===== src/rtl/vgaout_pkg.sv =====
// Shared constants for the hex readout overlay: glyph grid geometry,
// colour width helper and the 7-segment table for hex digits 0-F.
package vgaout_pkg;

  localparam int GLYPH_COLS       = 5;
  localparam int GLYPH_ROWS       = 5;
  localparam int GLYPH_PITCH_LOG2 = 3;

  // Segment bits are {g,f,e,d,c,b,a}; entry 15 is listed first.
  localparam logic [15:0][6:0] SEG_TABLE = {
    7'h71, 7'h79, 7'h5E, 7'h39, 7'h7C, 7'h77, 7'h6F, 7'h7F,
    7'h07, 7'h7D, 7'h6D, 7'h66, 7'h4F, 7'h5B, 7'h06, 7'h3F
  };

  function automatic int rgb_w(input int cw);
    return 3 * cw;
  endfunction

endpackage


===== src/rtl/hexglyph.sv =====
// Combinational 5x5 seven-segment renderer: one hex digit, one glyph cell in,
// lit/unlit out. Corner cells merge the two segments that meet there.
module hexglyph
  import vgaout_pkg::*;
(
  input  logic [3:0] digit,
  input  logic [2:0] col,
  input  logic [2:0] row,
  output logic       lit
);

  logic [6:0] seg;
  logic       sa, sb, sc, sd, se, sf, sg;
  logic       left, right;

  assign seg   = SEG_TABLE[digit];
  assign {sg, sf, se, sd, sc, sb, sa} = seg;
  assign left  = (col == 3'd0);
  assign right = (col == 3'(GLYPH_COLS - 1));

  always_comb begin
    lit = 1'b0;
    if ((col < 3'(GLYPH_COLS)) && (row < 3'(GLYPH_ROWS))) begin
      case (row)
        3'd0:    lit = sa | (left & sf) | (right & sb);
        3'd1:    lit = (left & sf) | (right & sb);
        3'd2:    lit = left ? (sf | se) : (right ? (sb | sc) : sg);
        3'd3:    lit = (left & se) | (right & sc);
        default: lit = left ? (se | sd) : (right ? (sc | sd) : sd);
      endcase
    end
  end

endmodule


===== src/rtl/vgaout_gen.sv =====
// Parametrised raster generator with a multi-row hex readout overlay whose
// inputs are latched once per frame so a row never tears.
module vgaout_gen
  import vgaout_pkg::*;
#(
  parameter int   H_ACTIVE   = 720,
  parameter int   H_FRONT    = 20,
  parameter int   H_SYNC     = 62,
  parameter int   H_BACK     = 56,
  parameter int   V_ACTIVE   = 400,
  parameter int   V_FRONT    = 12,
  parameter int   V_SYNC     = 6,
  parameter int   V_BACK     = 107,
  parameter logic HS_POL     = 1'b0,
  parameter logic VS_POL     = 1'b1,
  parameter int   NCH        = 3,
  parameter int   DIGITS     = 8,
  parameter int   SCALE_LOG2 = 3,
  parameter int   X0         = 112,
  parameter int   Y0         = 80,
  parameter int   CW         = 2
) (
  input  logic                      clk,
  input  logic                      reset_n,
  input  logic                      ce_pix,
  input  logic [NCH*DIGITS*4-1:0]   values,
  input  logic [NCH-1:0]            ch_en,
  input  logic [NCH-1:0]            ch_blink,
  input  logic [NCH*rgb_w(CW)-1:0]  fg,
  input  logic [rgb_w(CW)-1:0]      bg,
  output logic                      hs,
  output logic                      vs,
  output logic                      de,
  output logic [CW-1:0]             r,
  output logic [CW-1:0]             g,
  output logic [CW-1:0]             b,
  output logic                      frame_start
);

  localparam int H_TOTAL = H_ACTIVE + H_FRONT + H_SYNC + H_BACK;
  localparam int V_TOTAL = V_ACTIVE + V_FRONT + V_SYNC + V_BACK;
  localparam int HW      = $clog2(H_TOTAL);
  localparam int VW      = $clog2(V_TOTAL);
  localparam int RGB_W   = rgb_w(CW);
  localparam int CELL_SH = SCALE_LOG2 + GLYPH_PITCH_LOG2;

  localparam logic [HW-1:0] H_LAST = HW'(H_TOTAL - 1);
  localparam logic [HW-1:0] H_ACT  = HW'(H_ACTIVE);
  localparam logic [HW-1:0] HS_BEG = HW'(H_ACTIVE + H_FRONT);
  localparam logic [HW-1:0] HS_END = HW'(H_ACTIVE + H_FRONT + H_SYNC);
  localparam logic [HW-1:0] X_ORG  = HW'(X0);
  localparam logic [VW-1:0] V_LAST = VW'(V_TOTAL - 1);
  localparam logic [VW-1:0] V_ACT  = VW'(V_ACTIVE);
  localparam logic [VW-1:0] VS_BEG = VW'(V_ACTIVE + V_FRONT);
  localparam logic [VW-1:0] VS_END = VW'(V_ACTIVE + V_FRONT + V_SYNC);
  localparam logic [VW-1:0] Y_ORG  = VW'(Y0);

  logic [HW-1:0]            hc;
  logic [VW-1:0]            vc;
  logic [5:0]               fcnt;
  logic [NCH*DIGITS*4-1:0]  vals_q;
  logic [NCH-1:0]           en_q;
  logic [NCH-1:0]           blink_q;
  logic [NCH*RGB_W-1:0]     fg_q;
  logic                     snap;

  logic                     de_p0, hs_p0, vs_p0, fs_p0;
  logic                     in_text_p0, row_on_p0, glyph_lit_p0, lit_p0;
  logic [HW-1:0]            xo_p0, dig_p0;
  logic [VW-1:0]            yo_p0, rowi_p0;
  logic [2:0]               gcol_p0, grow_p0;
  logic [3:0]               nib_p0;
  logic [RGB_W-1:0]         fgc_p0;

  assign snap = ce_pix && (hc == H_LAST) && (vc == V_LAST);

  always_ff @(posedge clk or negedge reset_n) begin
    if (!reset_n) begin
      hc <= '0;
      vc <= '0;
    end else if (ce_pix) begin
      if (hc == H_LAST) begin
        hc <= '0;
        vc <= (vc == V_LAST) ? '0 : vc + VW'(1);
      end else begin
        hc <= hc + HW'(1);
      end
    end
  end

  // Frame registers: the overlay never looks at the live inputs.
  always_ff @(posedge clk or negedge reset_n) begin
    if (!reset_n) begin
      fcnt    <= '0;
      vals_q  <= '0;
      en_q    <= '0;
      blink_q <= '0;
      fg_q    <= '0;
    end else if (snap) begin
      fcnt    <= fcnt + 6'd1;
      vals_q  <= values;
      en_q    <= ch_en;
      blink_q <= ch_blink;
      fg_q    <= fg;
    end
  end

  // Stage p0: decode of the current counter position.
  assign de_p0      = (hc < H_ACT) && (vc < V_ACT);
  assign hs_p0      = ((hc >= HS_BEG) && (hc < HS_END)) ? HS_POL : ~HS_POL;
  assign vs_p0      = ((vc >= VS_BEG) && (vc < VS_END)) ? VS_POL : ~VS_POL;
  assign fs_p0      = (hc == '0) && (vc == '0);
  assign xo_p0      = hc - X_ORG;
  assign yo_p0      = vc - Y_ORG;
  assign dig_p0     = xo_p0 >> CELL_SH;
  assign rowi_p0    = yo_p0 >> CELL_SH;
  assign gcol_p0    = 3'(xo_p0 >> SCALE_LOG2);
  assign grow_p0    = 3'(yo_p0 >> SCALE_LOG2);
  assign in_text_p0 = (hc >= X_ORG) && (vc >= Y_ORG) && (dig_p0 < HW'(DIGITS));

  // Most significant nibble of a row sits in the leftmost digit slot.
  always_comb begin
    nib_p0    = '0;
    fgc_p0    = '0;
    row_on_p0 = 1'b0;
    for (int n = 0; n < NCH; n++) begin
      if (rowi_p0 == VW'(n)) begin
        row_on_p0 = en_q[n] & ~(blink_q[n] & fcnt[5]);
        fgc_p0    = fg_q[n*RGB_W +: RGB_W];
        for (int d = 0; d < DIGITS; d++) begin
          if (dig_p0 == HW'(d)) nib_p0 = vals_q[(n*DIGITS + DIGITS - 1 - d)*4 +: 4];
        end
      end
    end
  end

  hexglyph u_glyph (
    .digit (nib_p0),
    .col   (gcol_p0),
    .row   (grow_p0),
    .lit   (glyph_lit_p0)
  );

  assign lit_p0 = de_p0 & in_text_p0 & row_on_p0 & glyph_lit_p0;

  // Stage p1: registered outputs, one ce behind the counters.
  always_ff @(posedge clk or negedge reset_n) begin
    if (!reset_n) begin
      hs          <= ~HS_POL;
      vs          <= ~VS_POL;
      de          <= 1'b0;
      frame_start <= 1'b0;
      {g, r, b}   <= '0;
    end else if (ce_pix) begin
      hs          <= hs_p0;
      vs          <= vs_p0;
      de          <= de_p0;
      frame_start <= fs_p0;
      if (lit_p0)     {g, r, b} <= fgc_p0;
      else if (de_p0) {g, r, b} <= bg;
      else            {g, r, b} <= '0;
    end
  end

endmodule

===== config.mk =====
export PLATFORM = sky130hd
export DESIGN_NAME = vgaout_gen
export DESIGN_NICKNAME = d
export VERILOG_FILES = /design/src/rtl/vgaout_pkg.sv /design/src/rtl/hexglyph.sv /design/src/rtl/vgaout_gen.sv
export SDC_FILE = /design/constraint.sdc
export NUM_CORES = 1
export LEC_CHECK = 0
export BUFFER_PORTS_ARGS = -buffer_cell sky130_fd_sc_hd__buf_4
export CAP_MARGIN = 10
export CORE_UTILIZATION = 50
export DETAILED_ROUTE_END_ITERATION = 16
export PLACE_DENSITY = 0.71
export SLEW_MARGIN = 20
export SYNTH_ARGS = -nofsm -noshare
export SYNTH_HDL_FRONTEND = slang
export SYNTH_SLANG_ARGS = --single-unit

===== constraint.sdc =====
create_clock -name clk -period 7.67 [get_ports clk]
set_input_delay 1.534 -clock clk [delete_from_list [all_inputs] [get_ports clk]]
set_output_delay 1.534 -clock clk [all_outputs]
set_load 0.05 [all_outputs]

==> flow_metrics.py, run 1 <==
metrics = {
    "synth": {
        "synth_edf_count": 0,
        "synthMuxAreaShare_pct": 16.12,
        "synth_area_leader_cell": "dfrtp_1",
        "synth_compound_area_share_pct": 18.31,
        "synth-simple-area-share_pct": 14.63,
        "synth_xor_area_share_pct": 2.372,
        "ys_seq_elements": 156,
        "yosysWarnings": 0,
        "synth_top_area_share_pct": 40.86,
        "netlist_instances": 922,
        "synth_common_cells": "dfrtp_1, mux2_2, nand2_1",
        "yosysMostFrequentCell": "dfrtp_1",
        "syn_avg_cell_area_sq_um": 10.30,
        "ys.flop_type": "dfrtp_1",
        "synth-adder-area-share_pct": 3.032,
        "synth_top_family_by_area": "compound AO/OA/AOI/OAI gates",
        "syn_nets": 1074,
        "synth_cell_types": 102,
        "synthesis.area_sq_um": 9493,
        "ys_seq_area_share_pct": 41.14,
        "ys_top_cells_by_area": "dfrtp_1, mux2_2, ha_1, nand2_1, a21oi_1",
        "synth-async-reset-ratio_pct": 100.0,
    },
    "route": {
        "wl_per_cell_um": 20.76,
        "drc": 1,
        "num_vias": 7949,
        "ant_nets": 0,
        "first_iter_violations": 971,
        "dr.pass1.iters": 11,
        "via_per_inst": 6.220,
        "drt-total-wl_mm": 26.53,
    },
    "clock_tree": {
        "cts_sinks": 156,
        "path_clk_slew_ns": 0.07,
        "clock_path_buffers": 2,
        "cts_buffers": 17,
        "cts_resized": 0,
        "clkLatencyLatePin_ns": 0.44,
        "holdBufCountCts": 0,
        "tritoncts": "built",
        "cts_root_buf": "clkbuf_16",
        "post_cts_buffers": 0,
        "htreeDepth": 4,
    },
    "cells_and_area": {
        "fin_nets": 1183,
        "antenna_cells": 0,
        "syn_to_final_growth_pct": 17.91,
        "final_layout_size_suffix_gt1_share_pct": 32.66,
        "fin_util_pct": 60.04,
        "finalNonFillerCells": 1278,
    },
    "timing": {
        "relSlewSlack_pct": 29.68,
        "fmax_mhz": 163.4,
        "hold_viol_final": 0,
        "fin_crit_ns": 6.121,
        "min_period_over_period_pct": 79.80,
        "tightest_slew_ns": 1.055,
        "rsz0062_at_grt": "false",
        "finalSetupViolCount": 0,
        "drv_slew": 0,
        "tns_ns": 0,
        "finalClockSkew_ns": 0.01123,
    },
    "critical_path": {
        "critPathCaptureType": "flip-flop",
        "arrival_ns": 6.44,
        "r2r-start": "hc[4]",
        "start_kind": "flip-flop",
        "cp-startpoint": "hc[4]",
        "path_class": "reg -> reg",
        "critPathMaxFanout": 52,
        "worstPathRequired_ns": 7.99,
    },
    "die": {
        "die_x_um": 139.8,
        "dieArea_sq_um": 19540,
        "rows": 50,
        "core_area_sq_um": 18640,
        "ios": 139,
        "chipHeight_um": 139.8,
        "start_util_pct": 50.92,
    },
    "global_route": {
        "grt_max_degree": 100,
        "track_usage_pct": 27.86,
        "antenna_found_initial": 0,
        "grt_pass1_vias": 7497,
        "overflow": 0,
        "grt_pass1_wl_mm": 41.97,
    },
    "power_and_ir_drop": {
        "leakage_nw": 5.224,
        "ir_drop_v": 0.0001451,
        "power.density_nw_per_um2": 190.2,
    },
    "placement": {
        "io_buffers": 138,
        "placed_cells": 1246,
        "gp_congestion": 0.9645,
        "dp_hpwl_mm": 19.45,
    },
    "outcome": {
        "violations": "DRC",
        "outcome": "finished with violations",
    },
    "min_path": {
        "hp-start": "hs",
        "hold_class": "reg -> reg",
    },
    "run": {
        "drv_cap": 0,
    },
}
-- cell families (layout without fill, tap and decap cells) --
family | Yosys count | count (layout)
adder cells (fa/ha/maj) | 23 | 23
AND/OR/NAND/NOR | 265 | 265
flip-flops | 156 | 156
XOR/XNOR | 21 | 21
AO/OA/AOI/OAI | 239 | 239
multiplexers | 136 | 136
buffers and inverters | 82 | 204
-- cells in the final DEF (no fill, tap or decap), types with 8 or more instances in the layout --
cell       synthesis  routed
inv_1             23      23
a21o_1             8       8
a221oi_1          13      13
clkbuf_16          0      17
nand2_1           69      69
a21oi_1           42      42
mux2_2           121     121
nor2_1            49      48
buf_4             10     147
and3_1             8       8
a31oi_1           12      12
o22ai_1           11      11
mux2i_1           12      12
xnor2_1           13      13
nand4_1            8       8
nor2b_1           10      10
nand2b_1          11      11
o211ai_1           9       9
or3_1              8       8
dfrtp_1          155     155
nor4_1            11      11
nor3_1            22      22
o21ai_0           39      39
nand3_1           34      34
ha_1              23      22
-- layer usage --
layer,up-vias,GRT usage (%),wire length (um)
met5,-,0,0
met3,47,4.095,1535
li1,3666,-,-
met4,0,8.271,495
met2,333,42.71,12200
met1,3903,40.71,12300
-- area by class of cell --
cell class / instances / area (sq um)
fill: 1595 / 7450
inverter: 24 / 90.09
clock buffer: 18 / 439.2
sequential: 156 / 3905
clock inverter: 14 / 171.4
timing repair buffer: 148 / 1115
tap: 234 / 292.8
multi-input combinational: 684 / 5180
-- flip-flops by register name (all words and copies together), names as in the netlist --
name and flops:
fg_q 18, b 2, frame_start 1, r 2
fcnt 6, de 1, vs 1, g 2
hc 10, vc 10, hs 1, blink_q 3
en_q 3, vals_q 96
-- worst paths after layout --
path,endpoint,slack [ns],cells past startpoint
max,r[0],1.55,16
min,hs,0.49,2
max reg2reg,r[0],1.55,16
min reg2reg,hs,0.49,2
max in group asynchronous,vc[2],5.25,2
min in group asynchronous,vals_q[92],1.15,1
-- critical path, cell delays in order (launching register included) --
cell and delay (ns):
dfrtp_1 0.77, ha_2 1.02, nand2_1 0.35, a21o_1 0.26, a21oi_1 0.49, o31a_1 0.22, o21ai_0 0.10, a211oi_1 0.71
inv_1 0.23, ha_1 0.30, o21ai_2 0.08, a21bo_1 0.22, a211o_1 0.31, a32oi_1 0.23, o211ai_2 0.20, nor2b_4 0.19
a221o_1 0.31
-- power breakdown --
part / switching, mW / internal [mW] / total, mW
combinational: 0.225 / 0.155 / 0.379
sequential: 0.0475 / 0.838 / 0.886
clock: 0.387 / 0.476 / 0.863
total: 0.660 / 1.47 / 2.13
-- metrics by stage --
step / power, mW / instance area (sq um) / hold WS, ns / worst slack [ns]
3_3_place_gp: 1.268 / 10580 / 0.4672 / 1.975
6_report: 2.128 / 11190 / 0.4941 / 1.549
2_1_floorplan: 1.144 / 9493 / 0.4458 / 3.034
4_1_cts: 2.139 / 11190 / 0.4970 / 1.696
3_5_place_dp: 1.271 / 10580 / 0.4828 / 1.714
5_1_grt: 2.218 / 11190 / 0.5181 / 1.116
Power figures use the tool's default switching activity.
==> inputs of run 2 (changes only) <==
clock period = 5.7 ns   (was 7.67 ns; I/O delays follow)
==> run 2 against run 1 <==
  * Core utilization rose by 0.65 points
  * Largest power group unchanged
  * First-iteration DRC count rose by 3.8%
  * Via count rose by 2.2%
  * Non-clock buffer count rose by 16
  * Combinational power rose by 53%
  * Critical path depth rose by 2
  * The run still ends with DRC left
  * Power rose by 36%
  * Flip-flop and latch count did not move
  * Sequential share of layout area fell by 0.37 points
  * Register-to-register slack got worse by 0.89 ns
  * Clock-buffer cell count rose by 1
==> flow_metrics.py, run 2 (synthesis gave the netlist of run 1 again) <==
metrics = {
    "global_route": {
        "overflow": 0,
        "grt_pass1_vias": 7799,
        "antenna_found_initial": 0,
        "grt_pass1_wl_mm": 43.79,
        "track_usage_pct": 29.29,
        "grt_max_degree": 60,
    },
    "route": {
        "via_per_inst": 6.275,
        "num_vias": 8120,
        "first_iter_violations": 1008,
        "drt-total-wl_mm": 27.26,
        "drc": 1,
        "ant_nets": 0,
        "wl_per_cell_um": 21.07,
        "dr.pass1.iters": 13,
    },
    "cells_and_area": {
        "final_common_cell": "buf_4",
        "layout.cells.most_common_list": "buf_4, dfrtp_1, mux2_2, nand2_1, nor2_1",
        "final_layout_size_suffix_gt1_share_pct": 33.58,
        "multiInputGateArea_sq_um": 5180,
        "fin_area_sq_um": 11310,
        "largest_register_ff_count": 96,
        "top_regs": "vals_q x96, fg_q x18",
        "regArea_sq_um": 3905,
        "finalNonFillerCells": 1294,
        "n_fill_cell": 1604,
        "fin_nets": 1199,
        "top_register": "vals_q",
        "syn_to_final_growth_pct": 19.19,
        "antenna_cells": 0,
    },
    "timing": {
        "tns_ns": 0,
        "finalSetupViolCount": 0,
        "fin_crit_ns": 5.037,
        "tightest_slew_ns": 1.031,
        "drv_slew": 0,
        "rsz0062_at_grt": "false",
        "hold_viol_final": 0,
        "finalClockSkew_ns": 0.02128,
        "relSlewSlack_pct": 31.13,
        "setup_ws_ns": 0.6635,
        "min_period_over_period_pct": 88.36,
        "fmax_mhz": 198.5,
    },
    "min_path": {
        "hp-start": "fcnt[4]",
        "holdPathEnd": "fcnt[4]",
        "hold_class": "reg -> reg",
        "min_path_cells": 1,
    },
    "critical_path": {
        "arrival_ns": 5.36,
        "worstPathRequired_ns": 6.02,
        "crit_cells": 18,
        "critPathMaxFanout": 20,
        "critPathBufInv": 3,
        "start_kind": "flip-flop",
        "rr_endpoint": "r[0]",
        "r2r-start": "hc[6]",
        "critPathSlowestCell": "dfrtp_1",
        "path_class": "reg -> reg",
        "r2r_cells": 18,
        "cpMostUsedCell": "buf_4",
        "cp_top_family": "compound AO/OA/AOI/OAI gates",
        "cpPeakStageDelay_ns": 0.65,
        "crit_chain": "buf_4 -> xnor2_1 -> a21oi_1 -> a22oi_1 -> o22ai_1 -> a311oi_1 -> o32ai_1 -> a211oi_1 -> buf_4 -> inv_1 -> ha_1 -> o21ai_2 -> a21bo_1 -> a211o_1 -> a32oi_1 -> o211ai_2 -> nor2b_4 -> a221o_1",
        "critPathCaptureType": "flip-flop",
        "cp-startpoint": "hc[6]",
        "rrSetupSlack_ns": 0.66,
    },
    "clock_tree": {
        "cts_root_buf": "clkbuf_16",
        "clock_path_buffers": 2,
        "cts_sinks": 156,
        "cts_resized": 0,
        "path_clk_slew_ns": 0.07,
        "clkLatencyLatePin_ns": 0.45,
        "htreeDepth": 4,
        "holdBufCountCts": 0,
        "cts_buffers": 17,
        "tritoncts": "built",
        "post_cts_buffers": 0,
    },
    "outcome": {
        "outcome": "finished with violations",
        "violations": "DRC",
    },
    "die": {
        "dieArea_sq_um": 19540,
        "ios": 139,
        "die_x_um": 139.8,
        "core_area_sq_um": 18640,
        "chipHeight_um": 139.8,
        "rows": 50,
        "start_util_pct": 50.92,
    },
    "power_and_ir_drop": {
        "power_switching_share_pct": 31.30,
        "pwr-share-seq_pct": 40.0,
        "pwr-share-clk_pct": 40.0,
        "power_mw": 2.891,
        "ir_drop_v": 0.0001808,
        "leakage_nw": 5.296,
        "internal_power_mw": 1.986,
        "power.density_nw_per_um2": 255.5,
        "p_sw_uw": 905.1,
        "combPwrFrac_pct": 20.0,
    },
    "placement": {
        "gp_congestion": 1.028,
        "placed_cells": 1262,
        "pre_cts_ws_ns": 0.8032,
        "dpl_cell_area_sq_um": 10730,
        "dp_hpwl_mm": 20.31,
        "io_buffers": 138,
    },
    "run": {
        "drv_cap": 0,
    },
}
-- run 2: final cells by class --
| cell class | count | share of cell area [%] |
|---|---|---|
| Sequential cell | 156 | 34.51 |
| Tap cell | 234 | 2.588 |
| Clock buffer | 19 | 3.915 |
| Inverter | 24 | 0.7962 |
| Multi-Input combinational cell | 684 | 45.78 |
| Clock inverter | 13 | 1.272 |
| Timing Repair Buffer | 164 | 11.14 |
-- run 2: per-layer routing --
metal	global-route usage (%)	part of all wire [%]	up-vias
li1	-	-	3697
met1	41.55	44	3952
met2	44.53	45	400
met3	6.297	8.1	71
met4	9.427	2.8	0
met5	0	0	-
-- run 2: through the flow --
stage | hold slack [ns] | util, %
floorplan | 0.4458 | -
global placement | 0.4626 | 57.54
detailed placement | 0.4669 | 57.54
CTS | 0.4769 | 60.69
global route | 0.4956 | 60.69
finish | 0.4750 | 60.69
-- run 2: how the worst max path moves through the flow --
stage               slack (ns)  endpoint
floorplan                 1.06      r[0]
global placement          0.95      r[0]
detailed placement        0.80      g[0]
CTS                       0.78      r[0]
global route              0.42      b[0]
finish                    0.66      r[0]
-- run 2: power groups by stage --
stage,Combinational [mW],Sequential [mW],Clock (mW)
final,0.579,1.16,1.16
after global routing,0.624,1.16,1.22
after CTS,0.565,1.16,1.17
after detailed placement,0.563,1.18,0
after global placement,0.563,1.18,0
after floorplan,0.344,1.19,0
==> inputs of run 3 (changes only) <==
CORE_UTILIZATION = 58   (was 50)
CTS_CLUSTER_DIAMETER = 150   (was unset)
PLACE_DENSITY = 0.81   (was 0.71)
==> run 3 against run 2 <==
  * The flow now finishes without violations
  * Clock skew fell by 0.0058 ns
  * Global-route usage is 4.2 points higher
  * Clock-buffer cell count shrank 1
  * Register-to-register slack lost 0.21 ns
  * Non-clock buffer count is 2 lower
  * Fmax decreased by 4.0%
  * Worst hold slack better by 0.0029 ns
  * Wire length shrank 0.71%
  * Clock power hardly changed
  * Combinational power down 0.9%
  * Worst setup slack got worse by 0.21 ns
  * Critical endpoint is now g[0]
==> flow_metrics.py, run 3 (synthesis gave the netlist of run 1 again) <==
metrics = {
    "critical_path": {
        "worstPathRequired_ns": 6.02,
        "path_class": "reg -> reg",
        "critPathCaptureType": "flip-flop",
        "start_kind": "flip-flop",
        "crit_chain": "ha_2 -> xnor2_1 -> a21oi_1 -> a22o_1 -> a222oi_1 -> a41oi_1 -> a211oi_1 -> a31o_1 -> inv_1 -> ha_1 -> a21bo_1 -> a211o_1 -> a32oi_1 -> o211ai_2 -> nor2b_4 -> a221o_1",
        "critPathBufInv": 1,
        "cp_top_family": "compound AO/OA/AOI/OAI gates",
        "cpPeakStageDelay_ns": 0.89,
        "arrival_ns": 5.57,
        "critPathSlowestCell": "xnor2_1",
        "critPathMaxFanout": 35,
    },
    "route": {
        "dr.pass1.iters": 6,
        "drc": 0,
        "drt-total-wl_mm": 27.07,
        "wl_per_cell_um": 21.25,
        "ant_nets": 0,
        "first_iter_violations": 810,
        "num_vias": 8138,
        "via_per_inst": 6.388,
    },
    "global_route": {
        "overflow": 0,
        "grt_pass1_vias": 7768,
        "track_usage_pct": 33.49,
        "grt_max_degree": 78,
        "antenna_found_initial": 0,
        "grt_pass1_wl_mm": 42.03,
    },
    "placement": {
        "dpl_cell_area_sq_um": 10690,
        "dp_hpwl_mm": 19.68,
        "gp_congestion": 0.9955,
        "io_buffers": 138,
    },
    "die": {
        "core_area_sq_um": 15940,
        "start_util_pct": 59.54,
        "die_x_um": 129.9,
        "chipHeight_um": 129.9,
        "dieArea_sq_um": 16880,
        "rows": 46,
        "ios": 139,
    },
    "cells_and_area": {
        "top_register": "vals_q",
        "final_layout_size_suffix_gt1_share_pct": 33.46,
        "final_common_cell": "buf_4",
        "top_regs": "vals_q x96, fg_q x18",
        "antenna_cells": 0,
        "n_fill_cell": 1212,
        "fin_nets": 1197,
        "syn_to_final_growth_pct": 18.91,
        "largest_register_ff_count": 96,
        "fin_area_sq_um": 11290,
        "layout.cells.most_common_list": "buf_4, dfrtp_1, mux2_2, nand2_1, nor2_1",
    },
    "clock_tree": {
        "cts_resized": 0,
        "cts_root_buf": "clkbuf_16",
        "htreeDepth": 4,
        "clkLatencyLatePin_ns": 0.45,
        "cts_buffers": 17,
        "tritoncts": "built",
        "holdBufCountCts": 0,
        "cts_sinks": 156,
        "post_cts_buffers": 0,
        "path_clk_slew_ns": 0.07,
        "clock_path_buffers": 2,
    },
    "timing": {
        "relSlewSlack_pct": 33.25,
        "tightest_slew_ns": 0.9941,
        "min_period_over_period_pct": 92.03,
        "finalSetupViolCount": 0,
        "hold_viol_final": 0,
        "fin_crit_ns": 5.245,
        "fmax_mhz": 190.6,
        "finalClockSkew_ns": 0.01551,
        "drv_slew": 0,
        "rsz0062_at_grt": "false",
        "tns_ns": 0,
    },
    "power_and_ir_drop": {
        "leakage_nw": 5.297,
        "power.density_nw_per_um2": 257.7,
        "ir_drop_v": 0.0002622,
    },
    "run": {
        "drv_cap": 0,
    },
    "outcome": {
        "outcome": "finished, final reports clean",
    },
    "min_path": {
        "hold_class": "reg -> reg",
    },
}
run 3: path summary, 6_finish.rpt:
kind                            depth (start not counted)     from  slack, ns         end
worst max-delay path                                   16    hc[4]       0.45        g[0]
min in group asynchronous                               1  reset_n       0.49  vals_q[84]
worst min-delay path                                    1  fcnt[4]       0.48     fcnt[4]
worst min register to register                          1  fcnt[4]       0.48     fcnt[4]
worst max register to register                         16    hc[4]       0.45        g[0]
max in group asynchronous                               2  reset_n       4.03       vc[5]
run 3: per-stage QoR:
stage	utilization [%]	power [mW]	instances	hold WS, ns	worst slack (ns)
2_1_floorplan	-	1.539	922	0.4458	1.064
3_5_place_dp	67.05	1.735	1242	0.4667	0.6542
5_1_grt	70.81	3.005	1274	0.5003	0.3267
4_1_cts	70.81	2.908	1274	0.4794	0.6514
3_3_place_gp	67.05	1.730	1242	0.4625	0.6788
6_report	70.81	2.909	1274	0.4779	0.4545
run 3: report_power, final:
part           switching (mW)  internal [mW]  total, mW  leakage [nW]
clock                   0.513          0.663       1.18         0.297
combinational           0.352          0.222      0.574          2.89
sequential             0.0295           1.13       1.16          2.11
total                   0.895           2.01       2.91          5.30
run 3: layout make-up:
class                      instances  area, sq um  area share, %
multi-input combinational        684         5180          45.89
sequential                       156         3905          34.59
timing repair buffer             162         1245          11.03
clock buffer                      18        429.2          3.802
tap                              216        270.3          2.394
clock inverter                    14        168.9          1.496
inverter                          24        90.09         0.7981
run 3: per-layer routing:
layer,GRT usage (%),wire length [um]
met4,11.42,533
met2,52.75,12650
met3,6.396,2057
met1,46.46,11830
met5,0,0
